<file path="src/rtl/opc5_mem_arbiter_if.sv">
// Bus bundle between the two masters (OPC5 CPU on port 0, DMA/loader on
// port 1), the arbiter and the shared single-port memory.
//   slave  : arbiter side
//   master : system side (both bus masters plus the memory array)
interface opc5_mem_arbiter_if #(
    parameter int ADDR_W = 16,
    parameter int DATA_W = 16
) ();
    logic              p0_req;
    logic              p0_rnw;
    logic [ADDR_W-1:0] p0_addr;
    logic [DATA_W-1:0] p0_wdata;
    logic              p0_ack;

    logic              p1_req;
    logic              p1_rnw;
    logic [ADDR_W-1:0] p1_addr;
    logic [DATA_W-1:0] p1_wdata;
    logic              p1_ack;

    logic [DATA_W-1:0] rdata;
    logic              busy;

    logic [ADDR_W-1:0] mem_addr;
    logic [DATA_W-1:0] mem_wdata;
    logic [DATA_W-1:0] mem_rdata;
    logic              mem_ce_b;
    logic              mem_we_b;

    modport slave (
        input  p0_req, p0_rnw, p0_addr, p0_wdata,
        input  p1_req, p1_rnw, p1_addr, p1_wdata,
        input  mem_rdata,
        output p0_ack, p1_ack, rdata, busy,
        output mem_addr, mem_wdata, mem_ce_b, mem_we_b
    );

    modport master (
        output p0_req, p0_rnw, p0_addr, p0_wdata,
        output p1_req, p1_rnw, p1_addr, p1_wdata,
        output mem_rdata,
        input  p0_ack, p1_ack, rdata, busy,
        input  mem_addr, mem_wdata, mem_ce_b, mem_we_b
    );
endinterface

</file>
<file path="src/rtl/opc5_mem_arbiter.sv">
// Two-port arbiter for one shared single-port memory.
// One access at a time, WAIT_STATES extra ACCESS cycles, active-low strobes.
// Build option OPC5_ARB_FIXED_PRIO_EN: port 0 always wins simultaneous
// requests (no last_grant state); otherwise round robin.
//
//   state  | meaning
//   IDLE   | no access in flight; sample requests and grant one
//   ACCESS | ce_b low (we_b low on writes); wait counter runs down to 0
//   DONE   | strobes released; ack pulses for the granted port, rdata valid
module opc5_mem_arbiter #(
    parameter int ADDR_W      = 16,
    parameter int DATA_W      = 16,
    parameter int WAIT_STATES = 0
) (
    input  logic                   clk,
    input  logic                   reset,
    opc5_mem_arbiter_if.slave      bus
);
    localparam logic [3:0] LP_WAIT = 4'(WAIT_STATES);

    typedef enum logic [1:0] {
        S_IDLE   = 2'd0,
        S_ACCESS = 2'd1,
        S_DONE   = 2'd2
    } state_t;

    state_t              r_state,     w_state_nxt;
    logic                r_grant,     w_grant_nxt;
    logic                r_rnw,       w_rnw_nxt;
    logic [3:0]          r_cnt,       w_cnt_nxt;
    logic [ADDR_W-1:0]   r_mem_addr,  w_mem_addr_nxt;
    logic [DATA_W-1:0]   r_mem_wdata, w_mem_wdata_nxt;
    logic [DATA_W-1:0]   r_rdata,     w_rdata_nxt;
    logic                r_p0_ack,    w_p0_ack_nxt;
    logic                r_p1_ack,    w_p1_ack_nxt;
    logic                r_ce_b,      w_ce_b_nxt;
    logic                r_we_b,      w_we_b_nxt;
    logic                r_busy,      w_busy_nxt;

    logic                w_any_req;
    logic                w_win;

    assign w_any_req = bus.p0_req | bus.p1_req;

`ifdef OPC5_ARB_FIXED_PRIO_EN
    // Port 1 only wins when the CPU is not asking.
    assign w_win = ~bus.p0_req;
`else
    logic r_last_grant;

    // Contention goes to the port not served last; a lone requester always wins.
    assign w_win = (bus.p0_req & bus.p1_req) ? ~r_last_grant : bus.p1_req;

    // Remember who was granted most recently (1 after reset so port 0 goes first).
    always_ff @(posedge clk or posedge reset) begin
        if (reset) begin
            r_last_grant <= 1'b1;
        end else if (r_state == S_IDLE && w_any_req) begin
            r_last_grant <= w_win;
        end
    end
`endif

    // Next-state and next-output logic; every output is registered below so the
    // strobes always line up with the state they belong to.
    always_comb begin
        w_state_nxt     = r_state;
        w_grant_nxt     = r_grant;
        w_rnw_nxt       = r_rnw;
        w_cnt_nxt       = r_cnt;
        w_mem_addr_nxt  = r_mem_addr;
        w_mem_wdata_nxt = r_mem_wdata;
        w_rdata_nxt     = r_rdata;
        w_p0_ack_nxt    = 1'b0;
        w_p1_ack_nxt    = 1'b0;
        w_ce_b_nxt      = 1'b1;
        w_we_b_nxt      = 1'b1;
        w_busy_nxt      = 1'b1;
        unique case (r_state)
            S_IDLE: begin
                w_busy_nxt = 1'b0;
                if (w_any_req) begin
                    w_state_nxt     = S_ACCESS;
                    w_grant_nxt     = w_win;
                    w_rnw_nxt       = w_win ? bus.p1_rnw   : bus.p0_rnw;
                    w_mem_addr_nxt  = w_win ? bus.p1_addr  : bus.p0_addr;
                    w_mem_wdata_nxt = w_win ? bus.p1_wdata : bus.p0_wdata;
                    w_cnt_nxt       = LP_WAIT;
                    w_ce_b_nxt      = 1'b0;
                    w_we_b_nxt      = w_win ? bus.p1_rnw : bus.p0_rnw;
                    w_busy_nxt      = 1'b1;
                end
            end
            S_ACCESS: begin
                if (r_cnt != 4'd0) begin
                    w_cnt_nxt  = r_cnt - 4'd1;
                    w_ce_b_nxt = 1'b0;
                    w_we_b_nxt = r_rnw;
                end else begin
                    // Writes leave rdata holding the last read value.
                    if (r_rnw) begin
                        w_rdata_nxt = bus.mem_rdata;
                    end
                    w_state_nxt  = S_DONE;
                    w_p0_ack_nxt = ~r_grant;
                    w_p1_ack_nxt = r_grant;
                end
            end
            S_DONE: begin
                // Always pass through IDLE so a still-high req is not re-granted here.
                w_state_nxt = S_IDLE;
                w_busy_nxt  = 1'b0;
            end
            default: begin
                w_state_nxt = S_IDLE;
                w_busy_nxt  = 1'b0;
            end
        endcase
    end

    // State and output registers; reset releases the strobes without waiting for a clock.
    always_ff @(posedge clk or posedge reset) begin
        if (reset) begin
            r_state     <= S_IDLE;
            r_grant     <= 1'b0;
            r_rnw       <= 1'b1;
            r_cnt       <= 4'd0;
            r_mem_addr  <= '0;
            r_mem_wdata <= '0;
            r_rdata     <= '0;
            r_p0_ack    <= 1'b0;
            r_p1_ack    <= 1'b0;
            r_ce_b      <= 1'b1;
            r_we_b      <= 1'b1;
            r_busy      <= 1'b0;
        end else begin
            r_state     <= w_state_nxt;
            r_grant     <= w_grant_nxt;
            r_rnw       <= w_rnw_nxt;
            r_cnt       <= w_cnt_nxt;
            r_mem_addr  <= w_mem_addr_nxt;
            r_mem_wdata <= w_mem_wdata_nxt;
            r_rdata     <= w_rdata_nxt;
            r_p0_ack    <= w_p0_ack_nxt;
            r_p1_ack    <= w_p1_ack_nxt;
            r_ce_b      <= w_ce_b_nxt;
            r_we_b      <= w_we_b_nxt;
            r_busy      <= w_busy_nxt;
        end
    end

    assign bus.p0_ack    = r_p0_ack;
    assign bus.p1_ack    = r_p1_ack;
    assign bus.rdata     = r_rdata;
    assign bus.busy      = r_busy;
    assign bus.mem_addr  = r_mem_addr;
    assign bus.mem_wdata = r_mem_wdata;
    assign bus.mem_ce_b  = r_ce_b;
    assign bus.mem_we_b  = r_we_b;
endmodule

</file>
<file path="src/flat_wrapper.sv">
// flat-port wrapper written by rule: the top's interface ports become plain ports
module opc5_mem_arbiter_flat 
#(
    parameter int ADDR_W      = 16,
    parameter int DATA_W      = 16,
    parameter int WAIT_STATES = 0
)
  (clk, reset, bus_p0_req, bus_p0_rnw, bus_p0_addr, bus_p0_wdata, bus_p1_req, bus_p1_rnw, bus_p1_addr, bus_p1_wdata, bus_mem_rdata, bus_p0_ack, bus_p1_ack, bus_rdata, bus_busy, bus_mem_addr, bus_mem_wdata, bus_mem_ce_b, bus_mem_we_b);
  opc5_mem_arbiter_if #(.ADDR_W(ADDR_W), .DATA_W(DATA_W)) bus_i ();
  input  logic clk;
  input  logic reset;
  input wire logic [$bits(bus_i.p0_req)-1:0] bus_p0_req;
  input wire logic [$bits(bus_i.p0_rnw)-1:0] bus_p0_rnw;
  input wire logic [$bits(bus_i.p0_addr)-1:0] bus_p0_addr;
  input wire logic [$bits(bus_i.p0_wdata)-1:0] bus_p0_wdata;
  input wire logic [$bits(bus_i.p1_req)-1:0] bus_p1_req;
  input wire logic [$bits(bus_i.p1_rnw)-1:0] bus_p1_rnw;
  input wire logic [$bits(bus_i.p1_addr)-1:0] bus_p1_addr;
  input wire logic [$bits(bus_i.p1_wdata)-1:0] bus_p1_wdata;
  input wire logic [$bits(bus_i.mem_rdata)-1:0] bus_mem_rdata;
  output wire logic [$bits(bus_i.p0_ack)-1:0] bus_p0_ack;
  output wire logic [$bits(bus_i.p1_ack)-1:0] bus_p1_ack;
  output wire logic [$bits(bus_i.rdata)-1:0] bus_rdata;
  output wire logic [$bits(bus_i.busy)-1:0] bus_busy;
  output wire logic [$bits(bus_i.mem_addr)-1:0] bus_mem_addr;
  output wire logic [$bits(bus_i.mem_wdata)-1:0] bus_mem_wdata;
  output wire logic [$bits(bus_i.mem_ce_b)-1:0] bus_mem_ce_b;
  output wire logic [$bits(bus_i.mem_we_b)-1:0] bus_mem_we_b;
  assign bus_i.p0_req = bus_p0_req;
  assign bus_i.p0_rnw = bus_p0_rnw;
  assign bus_i.p0_addr = bus_p0_addr;
  assign bus_i.p0_wdata = bus_p0_wdata;
  assign bus_i.p1_req = bus_p1_req;
  assign bus_i.p1_rnw = bus_p1_rnw;
  assign bus_i.p1_addr = bus_p1_addr;
  assign bus_i.p1_wdata = bus_p1_wdata;
  assign bus_i.mem_rdata = bus_mem_rdata;
  assign bus_p0_ack = bus_i.p0_ack;
  assign bus_p1_ack = bus_i.p1_ack;
  assign bus_rdata = bus_i.rdata;
  assign bus_busy = bus_i.busy;
  assign bus_mem_addr = bus_i.mem_addr;
  assign bus_mem_wdata = bus_i.mem_wdata;
  assign bus_mem_ce_b = bus_i.mem_ce_b;
  assign bus_mem_we_b = bus_i.mem_we_b;
  opc5_mem_arbiter #(.ADDR_W(ADDR_W), .DATA_W(DATA_W), .WAIT_STATES(WAIT_STATES)) u_core (.clk(clk), .reset(reset), .bus(bus_i));
endmodule
</file>
<file path="config.mk">
export PLATFORM = sky130hd
export DESIGN_NAME = opc5_mem_arbiter_flat
export DESIGN_NICKNAME = d
export VERILOG_FILES = /design/src/rtl/opc5_mem_arbiter_if.sv /design/src/rtl/opc5_mem_arbiter.sv /design/src/flat_wrapper.sv
export SDC_FILE = /design/constraint.sdc
export NUM_CORES = 1
export LEC_CHECK = 0
export CAP_MARGIN = 40
export CELL_PAD_IN_SITES_DETAIL_PLACEMENT = 0
export CELL_PAD_IN_SITES_GLOBAL_PLACEMENT = 1
export CORE_AREA = 10 10 108 110
export DETAILED_ROUTE_END_ITERATION = 16
export DIE_AREA = 0 0 118 120
export PLACE_DENSITY = 0.78
export SYNTH_ARGS = -nofsm -noshare
export SYNTH_HDL_FRONTEND = slang
export SYNTH_SLANG_ARGS = --single-unit
</file>
<file path="constraint.sdc">
create_clock -name clk -period 2.93 [get_ports clk]
set_clock_uncertainty 0.2 [all_clocks]
set_input_delay 0.586 -clock clk [delete_from_list [all_inputs] [get_ports clk]]
set_output_delay 0.586 -clock clk [all_outputs]
set_load 0.01 [all_outputs]
</file>
==> results.toml <==
[status]
status = "finished, final reports clean"

[floorplan]
io_pins = 139
die_h_um = 120
die_width_um = 118
rows = 36
start_util_pct = 32.3
core_mm2 = 0.00955
die_area_mm2 = 0.0142

[pwr]
power_switching_mw = 1.40
combPwrFrac_pct = 51.7
swShare_pct = 31.1
seq_power_share_pct = 34.0
internal-power_mw = 3.10
p_leak_nw = 2.07
p_clk_share_pct = 14.3
ir_drop_mv = 0.425
pwr_density_cell_mw_per_mm2 = 951

[worst_setup_path]
reg2reg_depth = 6
worst_ep_required_time_ns = 2.94
crit_path_start_kind = "flop"
cp.arrival_ns = 2.21
path_class = "reg -> reg"
worstSetupEndpointType = "flop"
cp_max_fo = 16

[clocking]
ctsHoldBuffers = 0
cts_setup_buffers = 0
clk_pin_slew_worst_paths_ns = 0.06
cts_tree = "yes"
clockBufferDepth = 2
ctsResizeCount = 0
htreeDepth = 3
clk_latency_ns = 0.32
cts_buffers = 9
clockRootBuffer = "clkbuf_8"
clock_sinks = 62

[detailed_routing]
drc = 0
vias = 2109
drt-wirelength-per-cell_um = 16.9
avgViaCountPerCell = 4.42
antenna_left = 0
first_pass_iters = 4
drt_iter0_markers = 96
totalWireLength_mm = 8.08

[yosys]
synth_area_per_cell_um2 = 15.8
synth_seq_cells = 62
syn_nets = 283
ys_warn_count = 0
ys_seq_area_share_pct = 50.5
synthTopCellsByArea = "dfrtp_1 (47%), mux2_4 (26%), mux2_2 (9.5%), dfstp_2 (3.4%), buf_12 (1.9%)"
ys_types = 31
synthesis.area_mm2 = 0.00308
netlist_instances = 195
synth_top_area_share_pct = 47.1
synth_area_leader_cell = "dfrtp_1"

[global_routing]
grt_pass1_wl_mm = 12.9
grt_max_degree = 36
grt_pass1_vias = 2317
track_usage_pct = 11.5
gr-total-overflow = 0
grt_antenna_before_repair = 0

[timing]
hold_viol = 0
relSlewSlack_pct = 62.5
fin_crit_ns = 2.20
tns_ns = 0
setup_ws_ns = 0.728
setup_violations = 0
worstMarginPinSlew_ns = 0.561
rsz0062_at_grt = "false"
timing.final.crit_share_pct = 75.2
hold_ws_ns = 0.284
final-max-slew-violation-count = 0
fmax_ghz = 0.454

[placed_design]
gp_congestion = 0.732
dp_hpwl_mm = 6.28
dpl_worst_slack_ns = 0.446
port_buffers = 138
placed_area_mm2 = 0.00456

[layout]
n_fill_cell = 850
fin_area_mm2 = 0.00473
final_nets = 427
final_util_pct = 49.6
diodes = 0
drive_above_1_share_pct = 31.4
area_growth_pct = 53.5

[hold_path]
hp-class = "reg -> reg"
whs_path_depth = 2

[run]
maxCapViolCount = 0
-- metal layers --
| metal | track usage, % | wire length [µm] | vias to the layer above |
|---|---|---|---|
| li1 | - | - | 979 |
| met1 | 14.2 | 3560 | 1036 |
| met2 | 18.3 | 3880 | 84 |
| met3 | 4.08 | 529 | 10 |
| met4 | 3.94 | 109 | 0 |
| met5 | 0 | 0 | - |
-- cell usage after synthesis, drive strengths merged --
cell type / instances
or4: 1
a21oi: 1
nor2: 4
and3: 3
mux2: 80
a2bb2oi: 1
nor2b: 2
o21ai: 3
nor3: 2
and2: 1
nand3: 1
mux2i: 4
buf: 10
dfstp: 4
nand2: 1
a21bo: 1
o211ai: 1
o22ai: 1
dfrtp: 58
or2: 1
nand2b: 2
nor3b: 1
o31ai: 2
ha: 2
o221ai: 1
inv: 7
-- worst max-delay path, stage by stage, from the launching register on --
cell and delay (ns):
dfrtp_1 0.41, inv_1 0.09, ha_1 0.17, nor3b_2 0.37
and3_1 0.23, buf_4 0.24, mux2_2 0.37
-- power by group through the flow --
stage          sequential [mW]  combinational [mW]  clock, mW
2_1_floorplan             1.70                1.14          0
3_3_place_gp              1.54                2.32          0
3_5_place_dp              1.54                2.37          0
4_1_cts                   1.54                2.37      0.676
5_1_grt                   1.59                2.49      0.707
6_report                  1.53                2.33      0.643
-- sequential cells by signal, indices dropped and copies added, names as in the netlist, 2 cells and up --
signal / flops
u_core.bus.mem_addr: 16
u_core.bus.mem_wdata: 16
u_core.bus.rdata: 16
u_core.r_cnt: 4
u_core.r_state: 2
-- worst paths after layout --
path	startpoint	to	slack (ns)
hold reg to reg	u_core.r_rnw$_DFFE_PP1P_	u_core.r_rnw$_DFFE_PP1P_	0.28
max in group asynchronous	reset	u_core.bus.mem_addr[14]$_DFFE_PP0P_	1.72
hold / removal	u_core.r_rnw$_DFFE_PP1P_	u_core.r_rnw$_DFFE_PP1P_	0.28
setup / recovery	u_core.r_cnt[0]$_DFFE_PP0P_	u_core.bus.rdata[1]$_DFFE_PP0P_	0.73
setup reg to reg	u_core.r_cnt[0]$_DFFE_PP0P_	u_core.bus.rdata[1]$_DFFE_PP0P_	0.73
min in group asynchronous	reset	u_core.bus.mem_addr[2]$_DFFE_PP0P_	0.44
-- layout by cell type, fill, tap and decap left out, drive strengths merged, types with 2 or more instances in the layout --
master	count
clkdlybuf4s50	138
mux2	80
dfrtp	58
clkbuf	12
inv	7
buf	5
mux2i	4
dfstp	4
nor2	4
and3	3
o21ai	3
clkinv	3
nor2b	2
o31ai	2
nand2b	2
nor3	2
ha	2
-- cells by family (layout without fill, tap and decap cells) --
logic type | after synthesis | in the layout | share of synthesized area (%)
muxes | 84 | 84 | 37.1
and+or+nand+nor | 19 | 19 | 4.10
DFF | 62 | 62 | 50.5
AOI/OAI and AO/OA | 11 | 11 | 2.48
adders and majority gates | 2 | 2 | 0.812
buffers and inverters | 17 | 166 | 5.03
-- per-stage QoR --
stage | cells | total power [mW]
finish | 477 | 4.50
global route | 477 | 4.79
CTS | 477 | 4.58
detailed placement | 461 | 3.91
global placement | 461 | 3.86
floorplan | 195 | 2.84
-- layout make-up --
type,count,area [µm²],area share [%]
sequential,62,1560,32.9
timing repair buffer,143,1440,30.5
multi-input combinational,116,1370,29.0
tap,133,166,3.52
clock buffer,12,145,3.07
inverter,7,26.3,0.555
clock inverter,4,22.5,0.476
Power figures use the tool's default switching activity.
